### src/rtl/sng_pkg.sv
// ============================================================================
//  Module   : sng_pkg
//  Purpose  : Shared constants, state type and tap-mask helper for the
//             stochastic number generator.
//  Revision : 1.0  initial release
// ============================================================================
`default_nettype none

package sng_pkg;

   // Feedback tap masks (bit i set = bit i participates in the XOR).
   localparam logic [7:0]  TAPS8  = 8'hB8;    // bits 7,5,4,3
   localparam logic [15:0] TAPS16 = 16'hD008; // bits 15,14,12,3

   typedef enum logic [1:0] {
      IDLE = 2'd0,
      RUN  = 2'd1,
      FIN  = 2'd2
   } state_t;

   // Tap mask for a supported width, zero-extended to 16 bits.
   function automatic logic [15:0] tap_mask(input int n);
      if (n == 16) return TAPS16;
      return {8'h00, TAPS8};
   endfunction

endpackage

`default_nettype wire

### src/rtl/lfsr_fib.sv
// ============================================================================
//  Module   : lfsr_fib
//  Purpose  : Fibonacci LFSR, left shift, feedback = XOR of tapped bits.
//             LOAD has priority over STEP.
//  Revision : 1.0  initial release
// ============================================================================
`default_nettype none

module lfsr_fib
   import sng_pkg::*;
#(
   parameter int             N    = 8,
   parameter logic [N-1:0]   TAPS = N'(tap_mask(N))
) (
   input  logic         CLK,
   input  logic         RSTN,
   input  logic         LOAD,
   input  logic [N-1:0] SEED,
   input  logic         STEP,
   output logic [N-1:0] Q
);

   // Shift register: clear on reset, load seed, or advance one step.
   always_ff @(posedge CLK) begin
      if (!RSTN) begin
         Q <= '0;
      end else if (LOAD) begin
         Q <= SEED;
      end else if (STEP) begin
         Q <= {Q[N-2:0], ^(Q & TAPS)};
      end
   end

endmodule

`default_nettype wire

### src/rtl/stoch_num_gen.sv
// ============================================================================
//  Module   : stoch_num_gen
//  Purpose  : Converts an N-bit unsigned value into a temporal stochastic
//             bitstream of LEN bits: OUT = (lfsr < value) each RUN cycle.
//  Revision : 1.0  initial release
// ============================================================================
`default_nettype none

module stoch_num_gen
   import sng_pkg::*;
#(
   parameter int N    = 8,
   parameter int LENW = 16
) (
   input  logic            CLK,
   input  logic            RSTN,
   input  logic            START,
   input  logic [N-1:0]    VAL,
   input  logic [N-1:0]    SEED,
   input  logic [LENW-1:0] LEN,
   output logic            OUT,
   output logic            VALID,
   output logic            BUSY,
   output logic            DONE
);

   generate
      if (N != 8 && N != 16) begin : g_bad_n
         $error("stoch_num_gen: N must be 8 or 16");
      end
   endgenerate

   localparam logic [N-1:0]    TAPS    = N'(tap_mask(N));
   localparam logic [LENW-1:0] CNT_ONE = LENW'(1);

   state_t            state;
   logic [N-1:0]      val_q;
   logic [LENW-1:0]   cnt;
   logic [N-1:0]      lfsr;
   logic [N-1:0]      seed_eff;
   logic              load;
   logic              step;

   // All-zero is the LFSR lock-up state, so a zero seed becomes all-ones.
   assign seed_eff = (SEED == '0) ? '1 : SEED;
   assign load     = (state == IDLE) && START;
   assign step     = (state == RUN);

   lfsr_fib #(
      .N    (N),
      .TAPS (TAPS)
   ) u_lfsr (
      .CLK  (CLK),
      .RSTN (RSTN),
      .LOAD (load),
      .SEED (seed_eff),
      .STEP (step),
      .Q    (lfsr)
   );

   // Control FSM with length counter and registered outputs.
   always_ff @(posedge CLK) begin
      if (!RSTN) begin
         state <= IDLE;
         val_q <= '0;
         cnt   <= '0;
         OUT   <= 1'b0;
         VALID <= 1'b0;
         BUSY  <= 1'b0;
         DONE  <= 1'b0;
      end else begin
         case (state)
            IDLE: begin
               OUT   <= 1'b0;
               VALID <= 1'b0;
               DONE  <= 1'b0;
               BUSY  <= 1'b0;
               if (START) begin
                  val_q <= VAL;
                  cnt   <= LEN;
                  BUSY  <= 1'b1;
                  state <= (LEN != '0) ? RUN : FIN;
               end
            end
            RUN: begin
               OUT   <= (lfsr < val_q);
               VALID <= 1'b1;
               BUSY  <= 1'b1;
               DONE  <= 1'b0;
               cnt   <= cnt - CNT_ONE;
               if (cnt == CNT_ONE) state <= FIN;
            end
            FIN: begin
               OUT   <= 1'b0;
               VALID <= 1'b0;
               BUSY  <= 1'b1;
               DONE  <= 1'b1;
               state <= IDLE;
            end
            default: begin
               OUT   <= 1'b0;
               VALID <= 1'b0;
               BUSY  <= 1'b0;
               DONE  <= 1'b0;
               state <= IDLE;
            end
         endcase
      end
   end

endmodule

`default_nettype wire
### config.mk
export PLATFORM = sky130hd
export DESIGN_NAME = stoch_num_gen
export DESIGN_NICKNAME = d
export VERILOG_FILES = /design/src/rtl/sng_pkg.sv /design/src/rtl/lfsr_fib.sv /design/src/rtl/stoch_num_gen.sv
export SDC_FILE = /design/constraint.sdc
export NUM_CORES = 1
export LEC_CHECK = 0
export BUFFER_PORTS_ARGS = -buffer_cell sky130_fd_sc_hd__buf_4
export CAP_MARGIN = 15
export CORE_UTILIZATION = 52
export CTS_CLUSTER_DIAMETER = 150
export DETAILED_ROUTE_END_ITERATION = 12
export HOLD_SLACK_MARGIN = 0.12
export PLACE_DENSITY = 0.71
export SLEW_MARGIN = 10
export SYNTH_ARGS = -nofsm -noshare
export SYNTH_HDL_FRONTEND = slang
export SYNTH_SLANG_ARGS = --single-unit
### constraint.sdc
create_clock -name CLK -period 6.2 [get_ports CLK]
set_input_delay 1.24 -clock CLK [delete_from_list [all_inputs] [get_ports CLK]]
set_output_delay 1.24 -clock CLK [all_outputs]
set_load 0.02 [all_outputs]
==> impl_results.md, run 1 <==
* Finished Layout Cells at between 300 and 400
* Crit share post-route at 46.19%
* Peak VDD IR at about 0.16 mV
* # diodes at 0
* Synth warn at 0
* # port buffers at 38
* Post-Route WL at ~5.2 mm
* GR Overflow Total at 0
* Die area at 0.004487 mm²
* Crit-path max FO at 34
* Area growth syn-to-layout at 19.43%
* RSZ-0062 raised after global routing: false
* Share of cells above drive strength 1 at ~17%
* Post-CTS Resized at 0
* Mapped Cells at 286
* Vias per inst at between 5 and 6
* Sequential Area at ~760 µm²
* DP HPWL at around 3.7 mm
* Net Count, Synth at roughly 330
* Max Transition Viols Final at 0
* Critical Path End Type: flip-flop
* Post-synthesis sequential area ratio at between 30% and 40%
* Skew final at a little over 0.005 ns
* Hold endpoint: val_q[2]
* Post-route ant nets at 0
* Synth Flop Type: dfxtp_1
* DR iter-0 viols at just over 90
* Worst reg2reg endpoint: cnt[13]
* Initial antenna violation count at 0
* Hold Buf Count CTS at 0
* Avg Inst Size Synth at roughly 7.7 µm²
* Setup TNS Final at 0 ns
* First-pass GRT wire length at about 8.7 mm
* Worst setup SP type: flip-flop
* Post-synthesis register bit count at 38
* Num CTS Buffers at 5
* F_max at approximately 350 MHz
* Netlist cell types at 46
* I/O pin total at 39
* Worst EP required at ~6.4 ns
* DR pass1 iterations at 4
* Final min period at around 2.9 ns
* R2R depth at 6
* Outcome: complete, no violations
* Largest net degree at the start of global routing at 35
* Clk_lat worst skew at between 0.2 and 0.3 ns
* CTS tree: done
* Hold Path Depth at 2
* Vias in the first global route at 1906
* FF-to-FF Start: state[1]
* Max cap viols at 0
* Root Buffer Master: clkbuf_8
* WL per Instance at 14.37 µm
* Worst Tran Pin Value at roughly 1.1 ns
* Synth async-reset ratio at 0%
* Rows at 23
* Final setup viols at 0
* Fillcell total at ~370
* Worst-case clock buffer depth at 2
* CTS Sinks at 38
* Placed Cells at ~360
* Power density cells at 336.6 mW/mm²
* Critical path type: flip-flop to flip-flop
* GRT Total Usage at a little over a quarter
* Worst slew margin at around 25%
* Starting Density at a little over half
* Total DRC errors in the routed layout at 0
* Hold path start: val_q[2]
* DR vias at approximately 2100
* Multi-input combinational cell area at 0.001315 mm²
* R2R Setup Slk at 3.34 ns
* CTS HTree Levels at 2
* Post-CTS Setup Bufs at 0
* Die Wd at ~67 µm
* Placer Congestion at 0.7900
* Leakage at about 1.1 nW
* Hold Violations, Final at 0
* Mapped Area at roughly 0.0022 mm²
* Critical path arrival at 3.11 ns
* Clock transition at path regs at ~0.08 ns
* EDFF count, synth at 0
* Core area at slightly above 0.004 mm²
* Nets at between 300 and 400
* Die H at ~67 µm
* HP Class: flip-flop to flip-flop
critical path: stages, from the launching register on:
cell	delay (ns)
dfxtp_1	0.34
inv_1	0.08
ha_1	0.90
inv_1	0.58
or4_1	0.62
o21ai_0	0.16
o21a_1	0.12
cell usage after synthesis, types with 3 or more instances:
| cell | n | area (µm²) |
|---|---|---|
| nor4_1 | 10 | 62.56 |
| dfxtp_1 | 38 | 760.7 |
| inv_1 | 15 | 56.30 |
| nand2_1 | 55 | 206.5 |
| nor2_1 | 15 | 56.30 |
| a21o_1 | 3 | 22.52 |
| or4_1 | 9 | 67.56 |
| o21a_1 | 4 | 30.03 |
| a31oi_1 | 5 | 31.28 |
| o211ai_1 | 4 | 30.03 |
| nand2b_1 | 3 | 18.77 |
| a21oi_1 | 24 | 120.1 |
| a22oi_1 | 3 | 22.52 |
| or3_1 | 3 | 18.77 |
| clkbuf_1 | 15 | 56.30 |
| ha_1 | 13 | 162.7 |
| o21ai_0 | 19 | 95.09 |
| nor3_1 | 5 | 25.02 |
kinds of logic after synthesis:
| logic type | count (synthesis) | share of synthesized area, % |
|---|---|---|
| simple gates | 115 | 26.04 |
| compound gates | 82 | 23.82 |
| flops | 38 | 34.64 |
| buf+inv | 32 | 5.470 |
| fa+ha+maj | 13 | 7.408 |
| xor+xnor | 3 | 1.197 |
| mux | 3 | 1.425 |
per-layer routing:
metal  routed length [µm]  global-route usage [%]  vias to the layer above
li1                     -                       -                     1087
met1                 2260                   30.82                      974
met2                 2617                   46.46                       57
met3                  291                   4.281                        7
met4                   74                   10.90                        0
met5                    0                       0                        -
through the flow:
| step | cell area (µm²) | hold WS (ns) | total power, mW | utilization (%) | worst slack [ns] |
|---|---|---|---|---|---|
| 3_5_place_dp | 2480 | 0.4465 | 0.6220 | 61.55 | 3.348 |
| 4_1_cts | 2623 | 0.4577 | 0.8871 | 65.09 | 3.328 |
| 2_1_floorplan | 2196 | 0.4363 | 0.5436 | - | 3.746 |
| 3_3_place_gp | 2480 | 0.4431 | 0.6176 | 61.55 | 3.395 |
| 6_report | 2623 | 0.4570 | 0.8826 | 65.09 | 3.336 |
| 5_1_grt | 2623 | 0.4752 | 0.9423 | 65.09 | 3.042 |
power by group:
part | switching, mW | total [mW] | internal (mW) | leakage, nW
sequential | 0.0383 | 0.322 | 0.284 | 0.313
combinational | 0.174 | 0.298 | 0.124 | 0.700
clock | 0.0908 | 0.262 | 0.172 | 0.0714
cell usage in the layout (no fill, tap or decap), types with 3 or more instances in the layout:
| master | n |
|---|---|
| o21a_1 | 4 |
| dfxtp_1 | 38 |
| nor2_1 | 15 |
| ha_1 | 13 |
| nand2b_1 | 3 |
| o211ai_1 | 4 |
| inv_1 | 15 |
| a31oi_1 | 5 |
| a21oi_1 | 24 |
| nor4_1 | 10 |
| nand2_1 | 55 |
| a21o_1 | 3 |
| clkbuf_8 | 6 |
| a22oi_1 | 3 |
| or3_1 | 3 |
| nor3_1 | 5 |
| or4_1 | 9 |
| buf_4 | 38 |
| o21ai_0 | 19 |
final cells by class:
| type | count | area share, % |
|---|---|---|
| tap | 50 | 2.385 |
| clock inverter | 2 | 2.290 |
| sequential | 38 | 29.01 |
| multi-input combinational | 216 | 50.14 |
| timing repair buffer | 38 | 10.88 |
| inverter | 15 | 2.147 |
| clock buffer | 6 | 3.149 |
worst max-delay path by stage:
| stage | from | end | slack (ns) | cells past startpoint |
|---|---|---|---|---|
| after floorplan | SEED[2] | u_lfsr.Q[1] | 3.75 | 4 |
| after global placement | SEED[2] | u_lfsr.Q[7] | 3.39 | 5 |
| after detailed placement | state[1] | cnt[13] | 3.35 | 6 |
| after CTS | state[1] | cnt[13] | 3.33 | 6 |
| after global routing | state[1] | cnt[13] | 3.04 | 6 |
| final | state[1] | cnt[13] | 3.34 | 6 |
flip-flops by register name, summed over array words and instances, names as in the netlist:
name      count
BUSY          1
DONE          1
OUT           1
VALID         1
cnt          16
state         2
u_lfsr.Q      8
val_q         8
Note: power is estimated with default switching activity, not from simulation.
==> run 2, diff against run 1 <==
clock period = 2.87 ns   (was 6.2 ns; I/O delays follow)
==> impl_results.md, run 2 (same netlist as run 1, synthesis figures left out) <==
* I/O pin total at 39 (unchanged)
* CTS Sinks at 38 (unchanged)
* Clock transition at path regs at 0.08 ns (about the same)
* Hold Path Depth at 2 (unchanged)
* Worst EP required at 3.02 ns (-3.42 ns)
* Post-CTS Resized at 0 (unchanged)
* Hold endpoint: val_q[2]
* Power density cells at 686.0 mW/mm² (+100%)
* Share of cells above drive strength 1 at 17.92% (+0.78 points)
* Critical path type: flip-flop to flip-flop
* Pre-CTS WS at 0.6938 ns (-2.654 ns)
* GRT Total Usage at 25.30% (-0.93 points)
* Worst-case clock buffer depth at 2 (unchanged)
* Post-Place Cell Area at 0.002502 mm² (+0.91%)
* Worst slew margin at 40.85% (+16 points)
* Worst Tran Pin Value at 0.8863 ns (-0.2361 ns)
* Critical path arrival at 2.32 ns (-0.79 ns)
* Area growth syn-to-layout at 18.97%
* Core area at 0.004029 mm² (unchanged)
* Multi-input combinational cell area at 0.001315 mm² (unchanged)
* Top Registers: cnt: 16 flops, u_lfsr.Q: 8 flops, val_q: 8 flops
* R2R Setup Slk at 0.70 ns (-2.64 ns)
* Max cap viols at 0 (unchanged)
* CTS tree: done
* Hold Violations, Final at 0 (unchanged)
* Critical Path End Type: flip-flop
* Hold Buf Count CTS at 0 (unchanged)
* Hold path start: val_q[2]
* Num CTS Buffers at 5 (unchanged)
* Die H at 66.99 µm (unchanged)
* Skew final at 0.009862 ns (+0.004728 ns)
* Crit share post-route at 75.75% (+30 points)
* R2R depth at 6 (unchanged)
* Worst reg2reg endpoint: u_lfsr.Q[4]
* DR iter-0 viols at 137 (+51%)
* Largest Register: cnt
* Post-route ant nets at 0 (unchanged)
* Setup TNS Final at 0 ns (unchanged)
* Vias per inst at 5.867 (+0.77%)
* Nets at 365 (+0.83%)
* Post-CTS Setup Bufs at 0 (unchanged)
* CTS HTree Levels at 2 (unchanged)
* Peak VDD IR at 0.3632 mV (+120%)
* GR Overflow Total at 0 (unchanged)
* Worst setup SP type: flip-flop
* Clk_lat worst skew at 0.30 ns (about the same)
* FF-to-FF Start: state[0]
* Leakage at 1.085 nW (about the same)
* Most frequent cells in the layout: nand2_1, buf_4, dfxtp_1
* Final WS setup at 0.6960 ns (-2.640 ns)
* Outcome: complete, no violations
* DR pass1 iterations at 5 (+1)
* Placer Congestion at 0.8242 (+4.3%)
* Largest net degree at the start of global routing at 25 (-29%)
* F_max at 460.0 MHz (+32%)
* # diodes at 0 (unchanged)
* Final min period at 2.174 ns (-0.6899 ns)
* Post-Route WL at 5.363 mm (+2.3%)
* Design Area, Final at 0.002613 mm² (-0.38%)
* Root Buffer Master: clkbuf_8
* First-pass GRT wire length at 8.459 mm (-2.6%)
* Sequential Area at 760.7 µm² (unchanged)
* # port buffers at 38 (unchanged)
* Fillcell total at 382 (+3.5%)
* Rows at 23 (unchanged)
* Max Transition Viols Final at 0 (unchanged)
* RSZ-0062 raised after global routing: false
* Crit-path max FO at 12 (-65%)
* Final setup viols at 0 (unchanged)
* Commonest non-fill, non-tap cell in the layout: nand2_1
* Initial antenna violation count at 0 (unchanged)
* Total DRC errors in the routed layout at 0 (unchanged)
* Die Wd at 66.99 µm (unchanged)
* Starting Density at 54.50% (unchanged)
* DR vias at 2159 (+1.6%)
* HP Class: flip-flop to flip-flop
* Vias in the first global route at 1860 (-2.4%)
* DP HPWL at 3.765 mm (+1.8%)
* Die area at 0.004487 mm² (unchanged)
* WL per Instance at 14.57 µm (+1.4%)
* Max FFs per register at 16 (unchanged)
[run 2: how the worst max path moves through the flow]
stage / from / to / slack, ns / depth (start not counted)
finish: state[0] / u_lfsr.Q[4] / 0.70 / 6
global route: state[0] / u_lfsr.Q[6] / 0.48 / 6
CTS: state[0] / u_lfsr.Q[4] / 0.71 / 6
detailed placement: SEED[2] / u_lfsr.Q[4] / 0.69 / 5
global placement: SEED[2] / u_lfsr.Q[2] / 0.72 / 5
floorplan: cnt[8] / cnt[15] / 0.92 / 4
[run 2: power breakdown]
| group | internal, mW | total, mW | switching (mW) |
|---|---|---|---|
| Combinational | 0.277 | 0.656 | 0.379 |
| Clock | 0.243 | 0.439 | 0.196 |
| Sequential | 0.613 | 0.697 | 0.0839 |
| Total | 1.13 | 1.79 | 0.659 |
[run 2: layer usage]
layer / vias up / GRT usage [%] / share of wire [%]
met2: 61 / 42.80 / 48
met5: - / 0 / 0
li1: 1094 / - / -
met3: 7 / 4.110 / 5.7
met1: 997 / 31.72 / 45
met4: 0 / 9.574 / 1.1
[run 2: critical path, stage by stage, from the launching register on]
cell     delay (ns)
dfxtp_1        0.33
inv_1          0.11
ha_1           0.32
and2_1         0.49
o21ai_0        0.41
o21ai_0        0.27
a21oi_1        0.09
[run 2: layout make-up]
| cell class | count | area share [%] |
|---|---|---|
| timing repair buffer | 41 | 11.78 |
| sequential | 38 | 29.12 |
| tap | 50 | 2.395 |
| multi-input combinational | 216 | 50.34 |
| inverter | 15 | 2.155 |
| clock buffer | 8 | 4.215 |
[run 2: through the flow]
stage | utilization [%] | total power, mW | instances | hold WS (ns)
6_report | 64.84 | 1.792 | 368 | 0.4585
5_1_grt | 64.84 | 1.897 | 368 | 0.4724
4_1_cts | 64.84 | 1.787 | 368 | 0.4596
3_5_place_dp | 62.11 | 1.357 | 360 | 0.4494
3_3_place_gp | 62.11 | 1.348 | 360 | 0.4456
2_1_floorplan | - | 1.174 | 286 | 0.4363
==> run 3, diff against run 2 <==
ABC_AREA = 1   (was unset)
clock period = 2.2 ns   (was 2.87 ns; I/O delays follow)
==> impl_results.md, run 3 <==
* Outcome: complete, no violations
* Max cap viols at 0 (unchanged)
* Worst slew margin at 77.19% (+36 points)
* DP HPWL at 4.004 mm (+6.3%)
* Fin util at 63.13% (-1.7 points)
* # diodes at 0 (unchanged)
* Commonest non-fill, non-tap cell in the layout: nand2_1
* Top-count cell post-synth: nand2_1
* CTS Sinks at 38 (unchanged)
* Crit share post-route at 79.58% (+3.8 points)
* Placed Cells at 436 (+21%)
* Top post-synthesis cells by area: dfxtp_1, nand2_1, nor2_1, a21oi_1, ha_1
* Post-CTS Setup Bufs at 0 (unchanged)
* Nets at 439 (+20%)
* Synth warn at 0 (unchanged)
* Share of cells above drive strength 1 at 18.62% (+0.70 points)
* Final min period at 1.751 ns (-0.4231 ns)
* Finished Layout Cells at 444 (+21%)
* Worst-case clock buffer depth at 2 (unchanged)
* Crit-path max FO at 12 (unchanged)
* HP Class: input pin to flip-flop
* Clk_lat worst skew at 0.30 ns (about the same)
* Worst Tran Pin Value at 0.3416 ns (-0.5447 ns)
* Netlist cell types at 28 (-39%)
* Avg Inst Size Synth at 6.627 µm² (-14%)
* Most frequent cells in the layout: nand2_1, nor2_1, buf_4
* Net Count, Synth at 402 (+20%)
* Leakage at 1.241 nW (+14%)
* Setup TNS Final at 0 ns (unchanged)
* Mapped Area at 0.002346 mm² (+6.8%)
* Starting Density at 53.88% (-0.62 points)
* Vias in the first global route at 2059 (+11%)
* Post-synth top cells: nand2_1, nor2_1, a21oi_1, dfxtp_1, inv_1
* Rows at 24 (+4.3%)
* # port buffers at 38 (unchanged)
* Placer Congestion at 0.9001 (+9.2%)
* Synth Flop Type: dfxtp_1
* Root Buffer Master: clkbuf_8
* Mapped Cells at 354 (+24%)
* DR vias at 2294 (+6.3%)
* Critical path arrival at 1.93 ns (-0.39 ns)
* CTS HTree Levels at 2 (unchanged)
* Total DRC errors in the routed layout at 0 (unchanged)
* DR pass1 iterations at 5 (unchanged)
* Area growth syn-to-layout at 17.17%
* Largest net degree at the start of global routing at 25 (unchanged)
* Die H at 69.17 µm (+3.3%)
* Hold Violations, Final at 0 (unchanged)
* Max Transition Viols Final at 0 (unchanged)
* Die Wd at 69.17 µm (+3.3%)
* Peak VDD IR at 0.3273 mV (-9.9%)
* F_max at 571.2 MHz (+24%)
* RSZ-0062 raised after global routing: false
* Skew final at 0.007287 ns (-0.002575 ns)
* Worst EP required at 2.38 ns (-0.64 ns)
* GR Overflow Total at 0 (unchanged)
* First-pass GRT wire length at 9.142 mm (+8.1%)
* WL per Instance at 11.88 µm (-18%)
* Clock transition at path regs at 0.07 ns (about the same)
* DR iter-0 viols at 151 (+10%)
* Top cell type's share of synthesized area at 32.43% (-2.2 points)
* GRT Total Usage at 23.38% (-1.9 points)
* Power density cells at 814.3 mW/mm² (+19%)
* Synth async-reset ratio at 0% (unchanged)
* Post-synthesis sequential area ratio at 32.43% (-2.2 points)
* Largest Register: cnt
* Worst setup SP type: flip-flop
* Critical path type: flip-flop to flip-flop
* Initial antenna violation count at 0 (unchanged)
* Hold Buf Count CTS at 0 (unchanged)
* I/O pin total at 39 (unchanged)
* Leading area contributor after synthesis: dfxtp_1
* Num CTS Buffers at 5 (unchanged)
* Post-synthesis register bit count at 38 (unchanged)
* EDFF count, synth at 0 (unchanged)
* CTS tree: done
* Post-route ant nets at 0 (unchanged)
* Vias per inst at 5.167 (-12%)
* Post-CTS Resized at 0 (unchanged)
* Max FFs per register at 16 (unchanged)
* Final setup viols at 0 (unchanged)
* Die area at 0.004784 mm² (+6.6%)
* Top Registers: cnt: 16 flops, u_lfsr.Q: 8 flops, val_q: 8 flops
* Core area at 0.004354 mm² (+8.1%)
* Critical Path End Type: flip-flop
* Post-Route WL at 5.274 mm (-1.7%)
run 3: cell count changes in the layout (fill, tap and decap cells not counted), moves of 4 or more:
| cell | previous run | this run |
|---|---|---|
| a21oi_1 | 24 | 38 |
| a21oi_2 | 0 | 5 |
| a31oi_1 | 5 | 0 |
| inv_1 | 15 | 30 |
| inv_2 | 0 | 6 |
| nand2_1 | 55 | 81 |
| nand3_1 | 1 | 20 |
| nor2_1 | 15 | 51 |
| nor3_1 | 5 | 0 |
| nor4_1 | 10 | 0 |
| o211ai_1 | 4 | 8 |
| o21ai_1 | 0 | 9 |
| or4_1 | 9 | 0 |
run 3: per-stage QoR:
stage                     power [mW]  cell area, µm²  setup slack (ns)  hold slack (ns)
after floorplan                1.539            2346            0.7413           0.4347
after global placement         1.732            2654            0.5116           0.4487
after detailed placement       1.742            2654            0.4601           0.4505
after CTS                      2.249            2749            0.4442           0.3995
after global routing           2.418            2749            0.2902           0.4288
final                          2.239            2749            0.4491           0.4009
run 3: layout make-up:
type                    count  area (µm²)
fillers                   412        1605
multi-input cells         266        1364
flip-flops and latches     38       760.7
repair buffers             43       322.8
inverters                  37       141.4
clock buffers               6       82.58
well taps                  52       65.06
clock inverters             2       12.51
run 3: final timing paths:
check | startpoint | slack, ns | end | cells after the start
worst min register to register | val_q[5] | 0.46 | val_q[5] | 2
worst max register to register | state[0] | 0.45 | cnt[14] | 9
worst max-delay path | state[0] | 0.45 | cnt[14] | 9
worst min-delay path | VAL[0] | 0.40 | val_q[0] | 3
run 3: worst max-delay path, stage by stage (launching register included):
cell	delay (ns)
dfxtp_1	0.38
inv_1	0.08
ha_1	0.25
nand2_2	0.11
inv_4	0.08
a21oi_4	0.28
buf_4	0.26
a21oi_1	0.06
nand2_1	0.08
a21oi_1	0.06
run 3: routing by layer:
metal,vias up,wire length (µm),track usage (%)
met5,-,0,0
met4,0,36,6.349
met3,4,272,4.825
met2,63,2231,34.30
met1,999,2734,34.56
li1,1228,-,-
run 3: where the power goes:
group | switching, mW | internal (mW)
clock network | 0.255 | 0.252
registers | 0.0844 | 0.787
logic | 0.528 | 0.331
total | 0.868 | 1.37
run 3: kinds of logic (layout without fill, tap and decap cells):
| family | Yosys count | count (layout) | share of synthesized area (%) |
|---|---|---|---|
| simple gates | 166 | 166 | 29.81 |
| flops | 38 | 38 | 32.43 |
| compound gates | 84 | 84 | 20.27 |
| buf+inv | 50 | 88 | 9.440 |
| fa+ha+maj | 13 | 13 | 6.934 |
| xor+xnor | 3 | 3 | 1.120 |
